$ cat config.mk
export PLATFORM = sky130hd
export DESIGN_NAME = sprite_sram_arbiter
export DESIGN_NICKNAME = d
export VERILOG_FILES = /design/src/rtl/sprite_sram_pkg.sv /design/src/rtl/arb_wait_counter.sv /design/src/rtl/sprite_sram_arbiter.sv
export SDC_FILE = /design/constraint.sdc
export NUM_CORES = 1
export LEC_CHECK = 0
export BUFFER_PORTS_ARGS = -buffer_cell sky130_fd_sc_hd__buf_2
export CORE_UTILIZATION = 34
export CTS_CLUSTER_SIZE = 12
export DETAILED_ROUTE_END_ITERATION = 12
export HOLD_SLACK_MARGIN = 0.15
export PLACE_DENSITY = 0.84
export SKIP_LAST_GASP = 1
export SYNTH_ARGS = -nofsm -noshare
export SYNTH_HDL_FRONTEND = slang
export SYNTH_SLANG_ARGS = --single-unit
$ cat constraint.sdc
create_clock -name clk -period 1.5 [get_ports clk]
set_input_delay 0.075 -clock clk [delete_from_list [all_inputs] [get_ports clk]]
set_output_delay 0.075 -clock clk [all_outputs]
set_load 0.03 [all_outputs]
$ cat src/rtl/sprite_sram_pkg.sv
// rtl/sprite_sram_pkg.sv - shared widths, port indices and read-tag type for the sprite SRAM arbiter
package sprite_sram_pkg;

    // Default SRAM geometry for the sprite store
    localparam int DEF_DATA_WIDTH = 8;
    localparam int DEF_ADDR_WIDTH = 16;

    // Requester indices: display fetch owns the fixed-priority slot
    localparam logic PORT_DISP = 1'b0;
    localparam logic PORT_LOAD = 1'b1;

    // Conflict counter ceiling
    localparam logic [15:0] CONFLICT_MAX = 16'hFFFF;

    // Tag remembering which port owns the read data arriving next cycle
    typedef struct packed {
        logic valid;
        logic port;
    } rd_tag_t;

    // Build a tag for an access; writes never produce read data
    function automatic rd_tag_t make_tag(input logic en, input logic we, input logic port);
        rd_tag_t t;
        t.valid = en & ~we;
        t.port  = port;
        return t;
    endfunction

endpackage

$ cat src/rtl/arb_wait_counter.sv
// rtl/arb_wait_counter.sv - counts consecutive denied cycles of the loader port and raises starve
module arb_wait_counter #(
    parameter int MAX_WAIT = 4
) (
    input  logic clk,
    input  logic reset,
    input  logic req1,
    input  logic gnt1,
    output logic starve
);

    localparam logic [7:0] MAX_W = 8'(MAX_WAIT);

    logic [7:0] wait_cnt;

    // Count while the loader is asking but not served; any grant or withdrawal restarts the streak
    always_ff @(posedge clk or posedge reset) begin
        if (reset) begin
            wait_cnt <= 8'd0;
        end else if (!req1 || gnt1) begin
            wait_cnt <= 8'd0;
        end else if (wait_cnt != 8'hFF) begin
            wait_cnt <= wait_cnt + 8'd1;
        end
    end

    // Compare as "at or beyond" so the flag can never be skipped past
    assign starve = (wait_cnt >= MAX_W);

endmodule

$ cat src/rtl/sprite_sram_arbiter.sv
// rtl/sprite_sram_arbiter.sv - two-port fixed-priority sprite SRAM arbiter, optional starvation guard via ARB_STARVE_GUARD_EN
module sprite_sram_arbiter
    import sprite_sram_pkg::*;
#(
    parameter int DATA_WIDTH = DEF_DATA_WIDTH,
    parameter int ADDR_WIDTH = DEF_ADDR_WIDTH,
    parameter int MAX_WAIT   = 4
) (
    input  logic                  clk,
    input  logic                  reset,
    input  logic                  req0,
    input  logic                  req1,
    input  logic                  we0,
    input  logic                  we1,
    input  logic [ADDR_WIDTH-1:0] addr0,
    input  logic [ADDR_WIDTH-1:0] addr1,
    input  logic [DATA_WIDTH-1:0] wdata0,
    input  logic [DATA_WIDTH-1:0] wdata1,
    output logic                  gnt0,
    output logic                  gnt1,
    output logic                  rvalid0,
    output logic                  rvalid1,
    output logic [DATA_WIDTH-1:0] rdata0,
    output logic [DATA_WIDTH-1:0] rdata1,
    output logic                  sram_en,
    output logic                  sram_we,
    output logic [ADDR_WIDTH-1:0] sram_addr,
    output logic [DATA_WIDTH-1:0] sram_wdata,
    input  logic [DATA_WIDTH-1:0] sram_rdata,
    output logic [15:0]           conflict_cnt
);

    logic    starve;
    rd_tag_t rd_tag;
    logic    sel_load;

`ifdef ARB_STARVE_GUARD_EN
    arb_wait_counter #(
        .MAX_WAIT (MAX_WAIT)
    ) u_wait_counter (
        .clk    (clk),
        .reset  (reset),
        .req1   (req1),
        .gnt1   (gnt1),
        .starve (starve)
    );
`else
    // Legal MAX_WAIT is 1..255, so the loader is never promoted in this build
    assign starve = (MAX_WAIT == 0);
`endif

    // Winner selection: display first unless the loader has waited too long; nothing granted in reset
    always_comb begin
        gnt0 = 1'b0;
        gnt1 = 1'b0;
        if (!reset) begin
            if (req0 && !(req1 && starve)) begin
                gnt0 = 1'b1;
            end else if (req1) begin
                gnt1 = 1'b1;
            end
        end
    end

    // SRAM mux: the loader drives the bus only when it holds the grant, otherwise the display values sit there
    always_comb begin
        sel_load   = gnt1;
        sram_en    = gnt0 | gnt1;
        sram_we    = we0;
        sram_addr  = addr0;
        sram_wdata = wdata0;
        if (sel_load == PORT_LOAD) begin
            sram_we    = we1;
            sram_addr  = addr1;
            sram_wdata = wdata1;
        end
    end

    // Remember the owner of each granted read for the following cycle's data
    always_ff @(posedge clk or posedge reset) begin
        if (reset) begin
            rd_tag <= '0;
        end else begin
            rd_tag <= make_tag(sram_en, sram_we, sel_load);
        end
    end

    // Saturating count of contended cycles
    always_ff @(posedge clk or posedge reset) begin
        if (reset) begin
            conflict_cnt <= 16'd0;
        end else if (req0 && req1 && (conflict_cnt != CONFLICT_MAX)) begin
            conflict_cnt <= conflict_cnt + 16'd1;
        end
    end

    // Both ports see the SRAM output; only the tagged owner gets the valid strobe
    assign rdata0  = sram_rdata;
    assign rdata1  = sram_rdata;
    assign rvalid0 = rd_tag.valid && (rd_tag.port == PORT_DISP);
    assign rvalid1 = rd_tag.valid && (rd_tag.port == PORT_LOAD);

endmodule

Word-level counts from Yosys, hierarchy flattened:

Cells that the tools add are included.

* register bits: 18
* memories kept: 0
* bits of input ports: 62
* bits in read-only memories: 0
* bits in writable memories: 0
* latch bits: 0
* word-level logic and storage cells: 21
* output and inout port bits: 62

* muxes and demuxes: 8
* div/mod/pow operators: 0
* shift-type cells: 0
* multipliers: 0
* reduce and logical (&&, ||, !) cells: 4
* order comparisons: 0
* bitwise logic cells: 4
* eq/ne operators: 1
* add/subtract/negate cells: 1

Operators with widths (count)
* adder 16 x 1 -> 16 bit (second input constant): 1
* two-way mux 16 bit: 1
* != test 16 bit (second input constant): 1
* two-way mux 8 bit: 1
* two-way mux 1 bit: 6
* logical AND 1 bit: 4
* NOT 1 bit: 2
* bitwise AND 1 bit: 1
* OR 1 bit: 1

Logic depth before layout (Yosys ltp):

* depth after elaboration: 6
* gate-level depth with buffers: 5
* mapped depth without buffers: 5

Worst setup path after synthesis:

No wires, ideal clock.

* path kind: reg2reg
* start point: reg conflict_cnt[5]
* end point: reg conflict_cnt[12]
* path buffers: 1
* path slack: -0.284 ns
* cell stages (with the launch flop): 6
* setup time: 0.128 ns
* data arrival time: 1.656 ns
* data required time: 1.372 ns
* clock period less this slack: 1.784 ns
* cells stage by stage: dfrtp_1 nand4_2 or2_1 buf_2 nor4_2 mux2_1

* longest elaborated chain between the ends: 2
* elaborated cells between the ends (all ways): 3
* those cells by class: add/sub: 1; eq/ne: 1; reduce/logical: 1

Ends and longest elaborated chain
* start, declared: line sprite_sram_arbiter.sv:30 `output logic [15:0] conflict_cnt`
* start signal, assigned: line sprite_sram_arbiter.sv:93 `conflict_cnt <= conflict_cnt + 16'd1;`
* parallel branches: the longest is 2 deep, another holds adder 16 x 1 -> 16 bit

Parallel ways; which one is timed is not known.
A chain may end at the register's enable or synchronous reset.

Final worst setup path:

* start point: reg conflict_cnt[0]
* end point: reg conflict_cnt[5]

The elaborated chain is that of the path after synthesis.

==> results_dict.tcl <==
set metrics [dict create \
    combPwrFrac_pct 44.7 \
    fmax_mhz 673 \
    grt_first_pass_wirelength_um 5960 \
    status "complete, no violations" \
    ys_seq_elements 18 \
    worst_setup_path_start_kind "flop" \
    min_path_type "input port to output port" \
    worstHoldStart "sram_rdata[2]" \
    final_hold_viol_count 0 \
    synth_top_family_by_area "multiplexers" \
    cts_tree "done" \
    final_common_cell "buf_2" \
    synth-simple-area-share_pct 21.8 \
    cap_violations 0 \
    netlist_area_um2 1360 \
    die_height_um 65.3 \
    irDropWorstVdd_v 0.000965 \
    viasPerCell 4.80 \
    area.sequential_um2 468 \
    drive_above_1_share_pct 77.1 \
    powerDensity_nw_per_um2 954 \
    drtPass1Iterations 4 \
    swShare_pct 39.8 \
    rsz0062_at_grt "true" \
    antenna_found_initial 0 \
    r2r_setup_slack_ps 10 \
    path_max_fanout 3 \
    fin_crit_ps 1490 \
    first_iter_violations 17 \
    p_int_uw 1190 \
    clkTransAtPathRegs_ps 70 \
    finalNetCount 291 \
    critPathLaunch "conflict_cnt[0]" \
    r2r_start "conflict_cnt[0]" \
    yosysWarnings 0 \
    n_antenna_cell 0 \
    setup_slack_ps 14.8 \
    clock-sinks 18 \
    p_switching_uw 789 \
    cp_data_arrival_time_ps 1660 \
    synth_xor_xnor_area_share_pct 9.00 \
    synth_compound_area_share_pct 1.84 \
    gp_congestion 0.805 \
    setup_viol 0 \
    synth_area_per_cell_um2 10.9 \
    p_leak_uw 0.00109 \
    clock_power_share_pct 20.1 \
    synth-seq-area-share_pct 33.1 \
    clk_path_buf_depth 2 \
    multi_input_area_um2 841 \
    relSlewSlack_pct 73.9 \
    crit_type "flop to flop" \
    ant_nets 0 \
    fp.coreArea_um2 3740 \
    die-area_um2 4260 \
    overflow 0 \
    row_count 22 \
    drc_errors 0 \
    clock_latency_ps 250 \
    area_growth_syn_to_layout_pct 52.4 \
    wl_per_cell_um 14.3 \
    initial_core_util_pct 36.4 \
    clock-skew-final_ps 4.27 \
    tightestPinTransition_ps 390 \
    ios 124 \
    syn_inst 125 \
    drv_slew 0 \
    n_fill_cell 341 \
    synth_fp_nets 188 \
    ys_types 34 \
    port_buffers 99 \
    numCtsBuffers 3 \
    h-tree-depth 1 \
    placed_area_um2 1900 \
    pre_cts_ws_ps -16.7 \
    fp.dieW_um 65.3 \
    grt_pass1_vias 1299 \
    required_ps 1680 \
    postLayoutCellArea_um2 2080 \
    synthMuxAreaShare_pct 22.6 \
    synth_fa_ha_area_share_pct 0.918 \
    cts_root_buf "clkbuf_8" \
    finalCritPeriodShare_pct 99.0 \
    grt_max_degree 15 \
    dp_hpwl_um 3110 \
    pwr-share-seq_pct 35.2 \
    via_count 1320 \
    grt_use_total_pct 18.2 \
    routed_wl_um 3940 \
    worst_setup_path_end_kind "flop" \
    final_cell_mix "buf_2 (99), mux2_2 (24), buf_4 (16)" \
]
[area by class of cell]
type	instances	area share (%)
clock buffer	4	2.65
sequential	18	22.5
timing repair buffer	118	31.1
tap	48	2.89
inverter	2	0.361
multi-input combinational	85	40.5
[critical path, stage by stage (launching register included)]
cell	delay (ps)
dfrtp_2	430
ha_4	180
nand4_1	130
nor4_4	60
buf_4	150
nor3b_1	270
xor2_1	170
[registers in the layout (all words and copies together) (netlist names)]
| name | flops |
|---|---|
| rd_tag | 2 |
| conflict_cnt | 16 |
[power by group through the flow]
stage / clock, uW / combinational [uW] / sequential, uW
2_1_floorplan: 0 / 421 / 838
3_3_place_gp: 0 / 798 / 670
3_5_place_dp: 0 / 806 / 677
4_1_cts: 412 / 853 / 681
5_1_grt: 431 / 950 / 710
6_report: 398 / 887 / 698
[what timing repair did]
| action | in CTS | in global routing |
|---|---|---|
| endpoints found under the hold margin | 19 | 0 |
| setup buffers | 2 | 3 |
| gates resized for setup | 4 | 6 |
| endpoints found under the setup margin | 5 | 11 |
| gates cloned | 0 | 0 |
| hold buffers | 3 | 0 |
| pin swaps | 1 | 1 |
[kinds of logic after synthesis]
group | Yosys count
DFF | 18
and+or+nand+nor | 40
AOI/OAI and AO/OA | 3
adders and majority gates | 1
muxes | 27
buffers and inverters | 22
xor gates and xnor gates | 14
[stage by stage]
stage | util (%) | hold slack, ps | total power (uW) | std cells | setup TNS, ps
2_1_floorplan | - | 12.7 | 1260 | 125 | -179
3_3_place_gp | 50.9 | 75.6 | 1470 | 263 | 0
3_5_place_dp | 50.9 | 87.5 | 1480 | 263 | -36.7
4_1_cts | 54.1 | 150 | 1950 | 272 | -40.5
5_1_grt | 55.5 | 150 | 2090 | 275 | -274
6_report | 55.5 | 150 | 1980 | 275 | 0
[final timing paths]
kind                                     to  cells past startpoint
max                         conflict_cnt[5]                      6
min                               rdata0[2]                      0
max reg2reg                 conflict_cnt[5]                      6
min reg2reg                conflict_cnt[15]                      1
max in group asynchronous  conflict_cnt[12]                      4
min in group asynchronous         rd_tag[0]                      3
[routing by layer]
metal  vias to the layer above  share of wire, %  global-route usage, %  wire length (um)
li1                        638                 -                      -                 -
met4                         0              0.66                   5.71                26
met3                         7               6.8                   3.99               268
met1                       623                42                   21.4              1640
met2                        52                51                   32.5              2000
met5                         -                 0                      0                 0
[cells in the mapped netlist]
library cell,n,area (um^2)
mux2_2,24,270
dfrtp_1,18,450
buf_4,16,120
xor2_1,12,105
nand3_1,4,20.0
nor2_1,4,15.0
nor3_1,4,20.0
nor4_1,4,25.0
buf_2,3,15.0
nand2_1,3,11.3
nand4_1,3,18.8
nor3b_1,3,22.5
inv_1,2,7.51
mux2_1,2,22.5
nor2b_1,2,12.5
nor4_2,2,25.0
xnor2_1,2,17.5
a2111oi_0,1,8.76
and2_1,1,6.26
and3_1,1,6.26
and4_2,1,10.0
clkbuf_2,1,5.00
ha_1,1,12.5
mux2_4,1,15.0
nand3_4,1,17.5
nand4_2,1,12.5
nand4_4,1,21.3
nor2_2,1,6.26
nor3b_4,1,18.8
nor4b_2,1,15.0
o2111ai_1,1,8.76
o21a_1,1,7.51
or2_1,1,6.26
or2_2,1,6.26
No activity file was read; power rests on OpenSTA's default activity.
